**src/rtl/multicycle_seq_pkg.sv**
```systemverilog
//==============================================================================
//  Module      : multicycle_seq_pkg
//  Description : Shared definitions for the multicycle control sequencer:
//                state encodings, opcode/funct constants, pc_src and mem_size
//                codes, the instruction-class enum and a size helper.
//  Revision    : 1.0 - initial release
//==============================================================================
`default_nettype none

package multicycle_seq_pkg;

    // Sequencer states; encodings 7 and above are unused and recover to fetch
    typedef enum logic [2:0] {
        S_FETCH  = 3'd0,
        S_DECODE = 3'd1,
        S_EXEC   = 3'd2,
        S_MEM    = 3'd3,
        S_WB     = 3'd4,
        S_TRAP   = 3'd5,
        S_FAULT  = 3'd6
    } state_t;

    // Instruction classes produced by the decoder
    typedef enum logic [3:0] {
        CLS_ILLEGAL = 4'd0,
        CLS_ALU_R   = 4'd1,
        CLS_JR      = 4'd2,
        CLS_ALU_I   = 4'd3,
        CLS_LOAD    = 4'd4,
        CLS_STORE   = 4'd5,
        CLS_BRANCH  = 4'd6,
        CLS_J       = 4'd7,
        CLS_JAL     = 4'd8
    } cls_t;

    // Opcodes
    localparam logic [5:0] c_op_rtype = 6'b000000;
    localparam logic [5:0] c_op_addi  = 6'b001000;
    localparam logic [5:0] c_op_andi  = 6'b001100;
    localparam logic [5:0] c_op_ori   = 6'b001101;
    localparam logic [5:0] c_op_slti  = 6'b001010;
    localparam logic [5:0] c_op_lui   = 6'b001111;
    localparam logic [5:0] c_op_lb    = 6'b100000;
    localparam logic [5:0] c_op_lh    = 6'b100001;
    localparam logic [5:0] c_op_lw    = 6'b100011;
    localparam logic [5:0] c_op_sb    = 6'b101000;
    localparam logic [5:0] c_op_sh    = 6'b101001;
    localparam logic [5:0] c_op_sw    = 6'b101011;
    localparam logic [5:0] c_op_beq   = 6'b000100;
    localparam logic [5:0] c_op_bne   = 6'b000101;
    localparam logic [5:0] c_op_bgez  = 6'b000001;
    localparam logic [5:0] c_op_j     = 6'b000010;
    localparam logic [5:0] c_op_jal   = 6'b000011;

    // R-type function codes
    localparam logic [5:0] c_fn_jr    = 6'b001000;

    // PC source select
    localparam logic [1:0] c_pc_plus4  = 2'd0;
    localparam logic [1:0] c_pc_branch = 2'd1;
    localparam logic [1:0] c_pc_jump   = 2'd2;
    localparam logic [1:0] c_pc_reg    = 2'd3;

    // Memory transfer size
    localparam logic [1:0] c_sz_byte = 2'd1;
    localparam logic [1:0] c_sz_half = 2'd2;
    localparam logic [1:0] c_sz_word = 2'd3;

    // Load/store width from the low opcode bits (00 byte, 01 half, 11 word)
    function automatic logic [1:0] mem_size_of(input logic [1:0] op_lo);
        case (op_lo)
            2'b00:   return c_sz_byte;
            2'b01:   return c_sz_half;
            default: return c_sz_word;
        endcase
    endfunction

endpackage

`default_nettype wire

```
**src/rtl/multicycle_seq_decode.sv**
```systemverilog
//==============================================================================
//  Module      : seq_decode
//  Description : Maps the IR opcode and funct fields to an instruction class.
//                Any opcode outside the supported set decodes as illegal.
//  Revision    : 1.0 - initial release
//==============================================================================
`default_nettype none

module seq_decode
    import multicycle_seq_pkg::*;
(
    input  logic [5:0] opcode,
    input  logic [5:0] funct,
    output cls_t       cls
);

    // Pure combinational opcode classification
    always_comb begin
        cls = CLS_ILLEGAL;
        case (opcode)
            c_op_rtype: cls = (funct == c_fn_jr) ? CLS_JR : CLS_ALU_R;
            c_op_addi, c_op_andi, c_op_ori,
            c_op_slti, c_op_lui:             cls = CLS_ALU_I;
            c_op_lb, c_op_lh, c_op_lw:       cls = CLS_LOAD;
            c_op_sb, c_op_sh, c_op_sw:       cls = CLS_STORE;
            c_op_beq, c_op_bne, c_op_bgez:   cls = CLS_BRANCH;
            c_op_j:                          cls = CLS_J;
            c_op_jal:                        cls = CLS_JAL;
            default:                         cls = CLS_ILLEGAL;
        endcase
    end

endmodule

`default_nettype wire

```
**src/rtl/multicycle_seq.sv**
```systemverilog
//==============================================================================
//  Module      : multicycle_seq
//  Description : Multicycle CPU control sequencer (fetch/decode/exec/mem/wb)
//                with terminal trap and fault states. Strobes are decoded
//                from the current state (and mem_ready where a transfer
//                completes) and forced to 0 while reset is high, so the
//                first cycle after reset already issues the fetch request.
//                Optional memory-wait watchdog enabled by defining TIMEOUT_EN.
//  Revision    : 1.0 - initial release
//==============================================================================
`default_nettype none

module multicycle_seq
    import multicycle_seq_pkg::*;
#(
    parameter int TIMEOUT_CYC = 16
) (
    input  logic       clk,
    input  logic       reset,
    input  logic [5:0] opcode,
    input  logic [5:0] funct,
    input  logic       mem_ready,
    output logic       mem_req,
    output logic       mem_we,
    output logic [1:0] mem_size,
    output logic       ir_write,
    output logic       pc_write,
    output logic       pc_write_cond,
    output logic [1:0] pc_src,
    output logic       reg_write,
    output logic [2:0] state,
    output logic       retire,
    output logic       trap,
    output logic       fault
);

    state_t     r_state;
    state_t     w_next;
    cls_t       r_class;
    cls_t       w_class;
    logic       r_trap;
    logic       w_timeout;

    logic       w_mem_req;
    logic       w_mem_we;
    logic [1:0] w_mem_size;
    logic       w_ir_write;
    logic       w_pc_write;
    logic       w_pc_write_cond;
    logic [1:0] w_pc_src;
    logic       w_reg_write;
    logic       w_retire;

    seq_decode u_decode (
        .opcode (opcode),
        .funct  (funct),
        .cls    (w_class)
    );

    // Next-state selection; a completing mem_ready always beats the watchdog
    always_comb begin
        w_next = r_state;
        case (r_state)
            S_FETCH: begin
                if (mem_ready)      w_next = S_DECODE;
                else if (w_timeout) w_next = S_FAULT;
            end
            S_DECODE: begin
                case (w_class)
                    CLS_ILLEGAL:     w_next = S_TRAP;
                    CLS_J, CLS_JAL:  w_next = S_FETCH;
                    default:         w_next = S_EXEC;
                endcase
            end
            S_EXEC: begin
                case (r_class)
                    CLS_BRANCH, CLS_JR:    w_next = S_FETCH;
                    CLS_LOAD, CLS_STORE:   w_next = S_MEM;
                    default:               w_next = S_WB;
                endcase
            end
            S_MEM: begin
                if (mem_ready)      w_next = (r_class == CLS_STORE) ? S_FETCH : S_WB;
                else if (w_timeout) w_next = S_FAULT;
            end
            S_WB:    w_next = S_FETCH;
            S_TRAP:  w_next = S_TRAP;
            S_FAULT: w_next = S_FAULT;
            default: w_next = S_FETCH;
        endcase
    end

    // Strobe decode of the current state; trap/fault states drive nothing
    always_comb begin
        w_mem_req       = 1'b0;
        w_mem_we        = 1'b0;
        w_mem_size      = 2'd0;
        w_ir_write      = 1'b0;
        w_pc_write      = 1'b0;
        w_pc_write_cond = 1'b0;
        w_pc_src        = c_pc_plus4;
        w_reg_write     = 1'b0;
        w_retire        = 1'b0;
        case (r_state)
            S_FETCH: begin
                w_mem_req  = 1'b1;
                w_mem_size = c_sz_word;
                if (mem_ready) begin
                    w_ir_write = 1'b1;
                    w_pc_write = 1'b1;
                    w_pc_src   = c_pc_plus4;
                end
            end
            S_DECODE: begin
                if (w_class == CLS_J || w_class == CLS_JAL) begin
                    w_pc_write  = 1'b1;
                    w_pc_src    = c_pc_jump;
                    w_retire    = 1'b1;
                    w_reg_write = (w_class == CLS_JAL);
                end
            end
            S_EXEC: begin
                if (r_class == CLS_BRANCH) begin
                    w_pc_write_cond = 1'b1;
                    w_pc_src        = c_pc_branch;
                    w_retire        = 1'b1;
                end else if (r_class == CLS_JR) begin
                    w_pc_write = 1'b1;
                    w_pc_src   = c_pc_reg;
                    w_retire   = 1'b1;
                end
            end
            S_MEM: begin
                w_mem_req  = 1'b1;
                w_mem_we   = (r_class == CLS_STORE);
                w_mem_size = mem_size_of(opcode[1:0]);
                w_retire   = mem_ready && (r_class == CLS_STORE);
            end
            S_WB: begin
                w_reg_write = 1'b1;
                w_retire    = 1'b1;
            end
            default: begin
            end
        endcase
    end

    // Sequencer state, latched instruction class and sticky trap flag
    always_ff @(posedge clk) begin
        if (reset) begin
            r_state <= S_FETCH;
            r_class <= CLS_ILLEGAL;
            r_trap  <= 1'b0;
        end else begin
            r_state <= w_next;
            if (r_state == S_DECODE) r_class <= w_class;
            if (w_next == S_TRAP)    r_trap  <= 1'b1;
        end
    end

`ifdef TIMEOUT_EN
    logic [7:0] r_wait_cnt;
    logic       r_fault;
    logic       w_waiting;

    assign w_waiting = w_mem_req & ~mem_ready;
    assign w_timeout = w_waiting && (r_wait_cnt == 8'(TIMEOUT_CYC - 1));

    // Wait counter restarts on every state change; fault is sticky
    always_ff @(posedge clk) begin
        if (reset) begin
            r_wait_cnt <= 8'd0;
            r_fault    <= 1'b0;
        end else begin
            if (w_next != r_state)  r_wait_cnt <= 8'd0;
            else if (w_waiting)     r_wait_cnt <= r_wait_cnt + 8'd1;
            if (w_next == S_FAULT)  r_fault    <= 1'b1;
        end
    end

    assign fault = reset ? 1'b0 : r_fault;
`else
    // Without the watchdog, waits are unbounded and the limit is unused
    logic [7:0] w_unused_timeout;
    assign w_unused_timeout = 8'(TIMEOUT_CYC);
    assign w_timeout        = 1'b0;
    assign fault            = 1'b0;
`endif

    assign mem_req       = reset ? 1'b0 : w_mem_req;
    assign mem_we        = reset ? 1'b0 : w_mem_we;
    assign mem_size      = reset ? 2'd0 : w_mem_size;
    assign ir_write      = reset ? 1'b0 : w_ir_write;
    assign pc_write      = reset ? 1'b0 : w_pc_write;
    assign pc_write_cond = reset ? 1'b0 : w_pc_write_cond;
    assign pc_src        = reset ? 2'd0 : w_pc_src;
    assign reg_write     = reset ? 1'b0 : w_reg_write;
    assign retire        = reset ? 1'b0 : w_retire;
    assign state         = reset ? 3'd0 : r_state;
    assign trap          = reset ? 1'b0 : r_trap;

endmodule

`default_nettype wire

```
**config.mk**
```make
export PLATFORM = sky130hd
export DESIGN_NAME = multicycle_seq
export DESIGN_NICKNAME = d
export VERILOG_FILES = /design/src/rtl/multicycle_seq_pkg.sv /design/src/rtl/multicycle_seq_decode.sv /design/src/rtl/multicycle_seq.sv
export SDC_FILE = /design/constraint.sdc
export NUM_CORES = 1
export LEC_CHECK = 0
export CAP_MARGIN = 15
export CORE_AREA = 2 2 59 55
export DETAILED_ROUTE_END_ITERATION = 7
export DIE_AREA = 0 0 61 57
export HOLD_SLACK_MARGIN = 0.1
export SKIP_LAST_GASP = 1
export SLEW_MARGIN = 40
export SYNTH_ARGS = -nofsm -noshare
export SYNTH_HDL_FRONTEND = slang
export SYNTH_HIERARCHICAL = 1
export SYNTH_SLANG_ARGS = --single-unit
```
**constraint.sdc**
```tcl
create_clock -name clk -period 2 [get_ports clk]
set_input_delay 0.2 -clock clk [delete_from_list [all_inputs] [get_ports clk]]
set_output_delay 0.2 -clock clk [all_outputs]
set_load 0.005 [all_outputs]
```
==> key figures, run 1 <==
Timing
  – Worst-case setup margin in the final layout: -0.3791 ns
  – Post-Route Skew: between 0.0008 and 0.0009 ns
  – Final Hold Viols: 0
  – Final Critical Period: approximately 2.4 ns
  – Setup repair after global routing missed its margin: true
  – Total setup violations reported at the end of the flow: 6
  – Count of final max-slew check failures: 0
  – Fraction of the cycle the final worst path needs: 119.0%
  – Fmax: 420.3 MHz
  – Final-layout setup total negative slack: -1.530 ns

Critical path
  – Category of cells accounting for the largest share of critical-path delay: simple AND/OR/NAND/NOR gates
  – Arrival time of data at the critical path endpoint: 2.18 ns
  – Critical path launch point: r_state[2]
  – Worst path slowest cell: or4b_4
  – Largest stage delay on the critical path: ~0.53 ns
  – CP startpoint kind: flop
  – Worst-path fanout max: 2
  – Reg-to-Reg Start: r_state[1]
  – Worst setup path category: flop to primary output
  – Worst path depth: 7
  – Buffers plus inverters on the worst setup path: 3
  – R2R cell count: 6
  – Sequence of cells on the critical path: or4b_4 > or3b_4 > buf_6 > o21a_1 > buf_4 > a21oi_2 > buf_2
  – Data required, critical path: ~1.8 ns
  – Category of the worst setup path capture point: primary output

Global route
  – Routing usage on met1: 18.66%
  – Met2 usage: 29.49%
  – Global-route met3 utilization: between 4 and 5%
  – Global-route wire length before repair: approximately 4400 microns
  – Total global routing overflow: 0
  – All-layer global routing usage: between 15 and 20%
  – Vias in the first global route: 1054
  – Number of antenna violations at the first check in global routing: 0
  – Maximum number of pins on one net before global-route repair: 16
  – Routing layer with the top usage in global route: met2

Synthesis
  – Flip-flop cell with the highest count after synthesis: dfxtp_1
  – Cell types occupying the most area after synthesis: dfxtp_1, nor2_1, nor2b_1
  – Number of enable-type register cells in the synthesized netlist: 0
  – Instance count of the mapped netlist: 115
  – Synth cell count leaders: nor2_1, nor2b_1, dfxtp_1
  – Most used standard cell by instance count after synthesis: nor2_1
  – Sequential fraction of the synthesis area: 19.54%
  – Area share of the largest cell type after synthesis: ~20%
  – Flip-flop and latch count after synthesis: 8
  – Number of distinct library cells after synthesis: 43
  – Average footprint of a synthesized cell: 7.126 sq um
  – Post-Synthesis Net Count: 130
  – Count of warnings emitted by yosys: 6
  – Biggest area consumer among synthesized cells: dfxtp_1
  – Synthesized cell area: between 800 and 900 sq um
  – Asr flop ratio synth: 0%

Power
  – Leakage power figure: 0.6714 nW
  – Areal power density over the cells: 406.3 nW/um^2
  – Worst vdd rail ir drop: 0.2349 mV
  – Sum of internal, switching and leakage power: ~0.00064 W

CTS
  – CTS tree: done
  – Buffer type at the clock tree root: clkbuf_4
  – Number of buffers created by CTS: 3
  – Number of buffers on the longest clock path: 2
  – H-tree levels: 1
  – Worst skew pair latency: roughly 0.25 ns
  – Clock sink total: 8
  – Clock-pin slew on the worst setup and hold paths: 0.05 ns

Drt
  – Total wire length after detailed routing: 2751 microns
  – DRT iter0 DRCs: 40
  – DR DRC count: 0
  – Number of nets still failing antenna checks after routing: 0
  – Count of TritonRoute iterations in the first routing pass: 4
  – Number of vias in the routed layout: 1084
  – Ratio of routed vias to standard cells: between 4 and 5
  – Average wire per cell in the routed design: 12.62 microns

Place
  – Final Wtd Congestion: between 0.8 and 0.9
  – Detailed Place HPWL: ~1900 microns
  – Post-placement setup slack: -0.9901 ns
  – Number of buffers added on ports: 29
  – Placed Instance Area: 1318 sq um

Layout
  – Final nets: between 150 and 200
  – Multi-input gate area in the final layout: 774.5 sq um
  – Diode count: 0
  – Area used by sequential logic in the layout: roughly 160 sq um
  – Share of final-layout standard cells stronger than drive strength 1: 46.59%
  – # fillers: 279
  – Final core area utilization: 54.00%
  – Finished layout cell area: approximately 1600 sq um
  – Area added between synthesis and finish: 92.67%

Floorplan
  – Die area: 3477 sq um
  – Die width: roughly 61 microns
  – Initial core utilization: 28.03%
  – Die boundary height: 57 microns
  – Number of top-level design ports: 31
  – Row Count: 19
  – Core Footprint: 2924 sq um

Run status
  – Outcome: finished with violations
  – Failing checks: setup timing

Worst hold path
  – Worst hold path depth: 2
  – Critical hold path startpoint: r_trap
  – Hold Crit Class: flop to flop

Job
  – # Max-Cap Violations: 0
-- worst register-to-register path, cell delays in order (launching register included) --
cell and delay, ns:
dfxtp_1 0.31, buf_6 0.13, buf_4 0.14, or4b_4 0.56
o21ai_0 0.13, nor3_2 0.08, o32ai_1 0.26
-- metal layers --
layer  share of wire, %  wire, microns  vias to the layer above
li1                   -              -                      543
met2                 53           1469                       28
met5                  0              0                        -
met3                4.7            128                        6
met1                 40           1105                      507
met4                1.7             48                        0
-- cell families after synthesis --
family	Yosys count	synth area share, %
compound gates	25	21.68
xor+xnor	1	1.069
buf+inv	13	6.565
flops	8	19.54
mux	4	4.886
other cells	1	0.4576
simple gates	63	45.80
-- timing repair --
item	in CTS	in global routing
hold buffers	0	0
setup endpoints to repair	13	12
buffers inserted	15	4
pin swaps	19	16
resized for setup	69	25
-- cells in the final DEF (no fill, tap or decap), types with 3 or more instances in the layout --
cell type	instances
buf_4	30
dfxtp_1	6
a21oi_1	3
nor2b_1	10
buf_6	9
mux2i_1	4
or4b_4	3
dlymetal6s2s_1	3
inv_1	4
buf_2	7
clkdlybuf4s50_1	9
clkbuf_4	3
clkbuf_2	5
nand2_1	6
nor2_1	18
nor3_1	3
-- through the flow --
| stage | hold slack, ns | cells |
|---|---|---|
| finish | 0.4725 | 218 |
| global route | 0.5081 | 218 |
| CTS | 0.4720 | 215 |
| detailed placement | 0.4642 | 202 |
| global placement | 0.4628 | 202 |
| floorplan | 0.4019 | 115 |
-- final cells by class --
| type | instances | area share (%) |
|---|---|---|
| sequential | 8 | 10.30 |
| tap | 42 | 3.328 |
| timing repair buffer | 67 | 34.94 |
| inverter | 4 | 0.9509 |
| clock buffer | 3 | 1.426 |
| multi-input combinational | 94 | 49.05 |
-- final timing paths --
path              end  slack (ns)
max          pc_write       -0.38
max reg2reg    r_trap        0.30
min            r_trap        0.47
min reg2reg    r_trap        0.47
-- power breakdown --
part / internal [W] / switching [W] / total, W
Clock: 0.0000684 / 0.0000515 / 0.000120
Combinational: 0.000181 / 0.000159 / 0.000340
Sequential: 0.000173 / 0.00000843 / 0.000181
Total: 0.000423 / 0.000219 / 0.000642
-- state kept, by name, summed over array words and instances (netlist names) --
| register | count |
|---|---|
| r_class | 4 |
| r_state | 3 |
| r_trap | 1 |
(Power assumes the default switching activity.)
==> inputs of run 2 (changes only) <==
- CELL_PAD_IN_SITES_DETAIL_PLACEMENT: unset -> 1
- CELL_PAD_IN_SITES_GLOBAL_PLACEMENT: unset -> 1
- CORE_AREA: 2 2 59 55 -> 2 2 62 58
- DIE_AREA: 0 0 61 57 -> 0 0 64 60
- PLACE_DENSITY_LB_ADDON: unset -> 0.1
==> key figures, run 2 (synthesized netlist as in run 1, its figures left out) <==
Drt
  – Ratio of routed vias to standard cells: 5.023
  – WL met1: 1539 microns
  – Top metal layer carrying routed signals: met4
  – Wire length on met2: ~1800 microns
  – DR DRC count: 0
  – DRT iter0 DRCs: 80
  – Number of nets still failing antenna checks after routing: 0
  – Length of routed met3 wiring: ~100 microns
  – Count of TritonRoute iterations in the first routing pass: 4
  – Total wire length after detailed routing: 3486 microns
  – Average wire per cell in the routed design: 15.92 microns
  – Number of vias in the routed layout: 1100

Critical path
  – Arrival time of data at the critical path endpoint: 2.23 ns
  – Sequence of cells on the critical path: buf_6 > or4b_4 > o311ai_4 > o21ai_2 > buf_4 > and4b_1 > o21ai_2 > buf_4 > o21a_1 > a21oi_2 > buf_2
  – R2R cell count: 7
  – Reg-to-Reg Start: r_state[1]
  – Data required, critical path: between 1.5 and 2 ns
  – Worst setup path category: primary input to primary output
  – CP startpoint kind: primary input
  – Category of cells accounting for the largest share of critical-path delay: compound AO/OA/AOI/OAI gates
  – End of the worst register-to-register path: r_trap
  – Worst path slowest cell: or4b_4
  – Largest stage delay on the critical path: around 0.55 ns
  – Category of the worst setup path capture point: primary output
  – Worst-path fanout max: 2
  – Buffers plus inverters on the worst setup path: 4
  – R2R Setup Slk: 0.14 ns

CTS
  – Worst skew pair latency: 0.24 ns
  – H-tree levels: 1
  – Number of buffers created by CTS: 3
  – CTS tree: done
  – Buffer type at the clock tree root: clkbuf_4
  – Number of buffers on the longest clock path: 2
  – Clock-pin slew on the worst setup and hold paths: 0.05 ns
  – Clock sink total: 8

Worst hold path
  – Hold Crit Class: flop to flop
  – Critical hold path startpoint: r_trap
  – Worst hold path depth: 2
  – Hold Path End: r_trap

Floorplan
  – Die boundary height: 60 microns
  – Core Footprint: 3228 sq um
  – Initial core utilization: 25.39%
  – Row Count: 20
  – Die width: 64 microns
  – Die area: 3840 sq um
  – Number of top-level design ports: 31

Timing
  – Setup repair after global routing missed its margin: true
  – Total setup violations reported at the end of the flow: 7
  – Final Critical Period: roughly 2.4 ns
  – Fraction of the cycle the final worst path needs: 121.5%
  – Count of final max-slew check failures: 0
  – Post-Route Skew: ~0.0021 ns
  – Final Hold Viols: 0
  – Final-layout setup total negative slack: -1.540 ns
  – Worst-case setup margin in the final layout: -0.4296 ns
  – Hold slack final: 0.4872 ns
  – Fmax: 411.6 MHz

Power
  – Net switching power figure: ~0.00024 W
  – Leakage power figure: 0.6575 nW
  – Portion of total power attributed to combinational logic: 57.2%
  – Sequential power share: 26.4%
  – Clock share of power: 16.4%
  – Worst vdd rail ir drop: 0.3413 mV
  – Internal power of the cells: roughly 0.00045 W
  – Sum of internal, switching and leakage power: roughly 0.0007 W
  – Areal power density over the cells: 428.6 nW/um^2
  – Net switching share of the total power: 34.94%

Global route
  – Number of antenna violations at the first check in global routing: 0
  – All-layer global routing usage: 18.83%
  – Global-route wire length before repair: 5637 microns
  – Vias in the first global route: 1164
  – Maximum number of pins on one net before global-route repair: 16
  – Total global routing overflow: 0

Layout
  – Area used by sequential logic in the layout: 161.4 sq um
  – Multi-input gate area in the final layout: 810.8 sq um
  – Share of final-layout standard cells stronger than drive strength 1: 52.00%
  – Diode count: 0
  – Top Registers: r_class x4, r_state x3, r_trap x1
  – Area added between synthesis and finish: 97.10%
  – Final nets: approximately 190
  – # fillers: 378
  – Number of cells in the finished layout apart from fillers: 219
  – Max reg flops: 4
  – Leading cell types in the layout, fill and taps excluded: buf_4, nor2_1, clkdlybuf4s50_1, buf_6, nor2b_1
  – Leading cell type in the layout, fill and taps excluded: buf_4
  – Most flop-heavy register: r_class

Run status
  – Failing checks: setup timing
  – Outcome: finished with violations

Place
  – Number of buffers added on ports: 29
  – Total instance count after detailed placement: 206
  – Detailed Place HPWL: roughly 2300 microns
  – Final Wtd Congestion: 0.8075

Job
  – # Max-Cap Violations: 0
-- run 2: cell types whose count changed in the layout (fill, tap and decap cells not counted), moves of 2 or more --
cell,delta
clkdlybuf4s50_1,+2
dlymetal6s2s_1,-2
o21ai_2,+2
clkdlybuf4s15_1,-2
clkbuf_2,-2
buf_6,+2
-- run 2: metrics by stage --
step                utilization, %  instance area (sq um)  worst slack [ns]
finish                       50.04                   1615           -0.4296
global route                 50.04                   1615           -0.4899
CTS                          48.91                   1579           -0.3797
detailed placement           41.36                   1335            -1.050
global placement             41.36                   1335           -0.9795
floorplan                        -                  825.8           0.01191
-- run 2: final cells by class --
type                       count  area share [%]
multi-input combinational     94           50.19
timing repair buffer          66           34.08
sequential                     8           9.992
tap                           44           3.408
clock buffer                   3           1.394
inverter                       4          0.9295
-- run 2: worst max path at each step --
stage          startpoint       end  slack (ns)  cells after the start
2_1_floorplan    funct[1]  pc_write        0.01                      7
3_3_place_gp     funct[1]  pc_write       -0.98                      9
3_5_place_dp     funct[1]  pc_write       -1.05                      9
4_1_cts          funct[2]  pc_write       -0.38                     11
5_1_grt          funct[1]  pc_write       -0.49                     11
6_report         funct[1]  pc_write       -0.43                     11
-- run 2: worst reg2reg max path, stage by stage, from the launching register on --
cell,delay [ns]
dfxtp_1,0.31
buf_6,0.15
or4b_4,0.54
buf_4,0.17
buf_4,0.12
o21ai_0,0.15
nor3_4,0.09
o32ai_2,0.24
-- run 2: metal layers --
metal / global-route usage, % / vias to the layer above
li1: - / 539
met1: 22.91 / 534
met2: 36.46 / 23
met3: 1.695 / 4
met4: 3.416 / 0
met5: 0 / -
-- run 2: what timing repair did --
item / 4_1_cts / 5_1_grt
hold buffers: 0 / 0
gates cloned: 0 / 0
setup buffers: 13 / 2
setup endpoints to repair: 14 / 12
gates resized for setup: 90 / 21
pin swaps: 22 / 13
-- run 2: power groups by stage --
stage	clock network (W)	logic [W]	registers, W
after floorplan	0	0.000147	0.000184
after global placement	0	0.000301	0.000183
after detailed placement	0	0.000308	0.000184
after CTS	0.000119	0.000378	0.000182
after global routing	0.000135	0.000426	0.000183
final	0.000114	0.000396	0.000183
==> inputs of run 3 (changes only) <==
- CTS_CLUSTER_DIAMETER: unset -> 80
==> results of run 3 <==
Same layout as run 2: the final DEF is identical, and so are final timing and power.
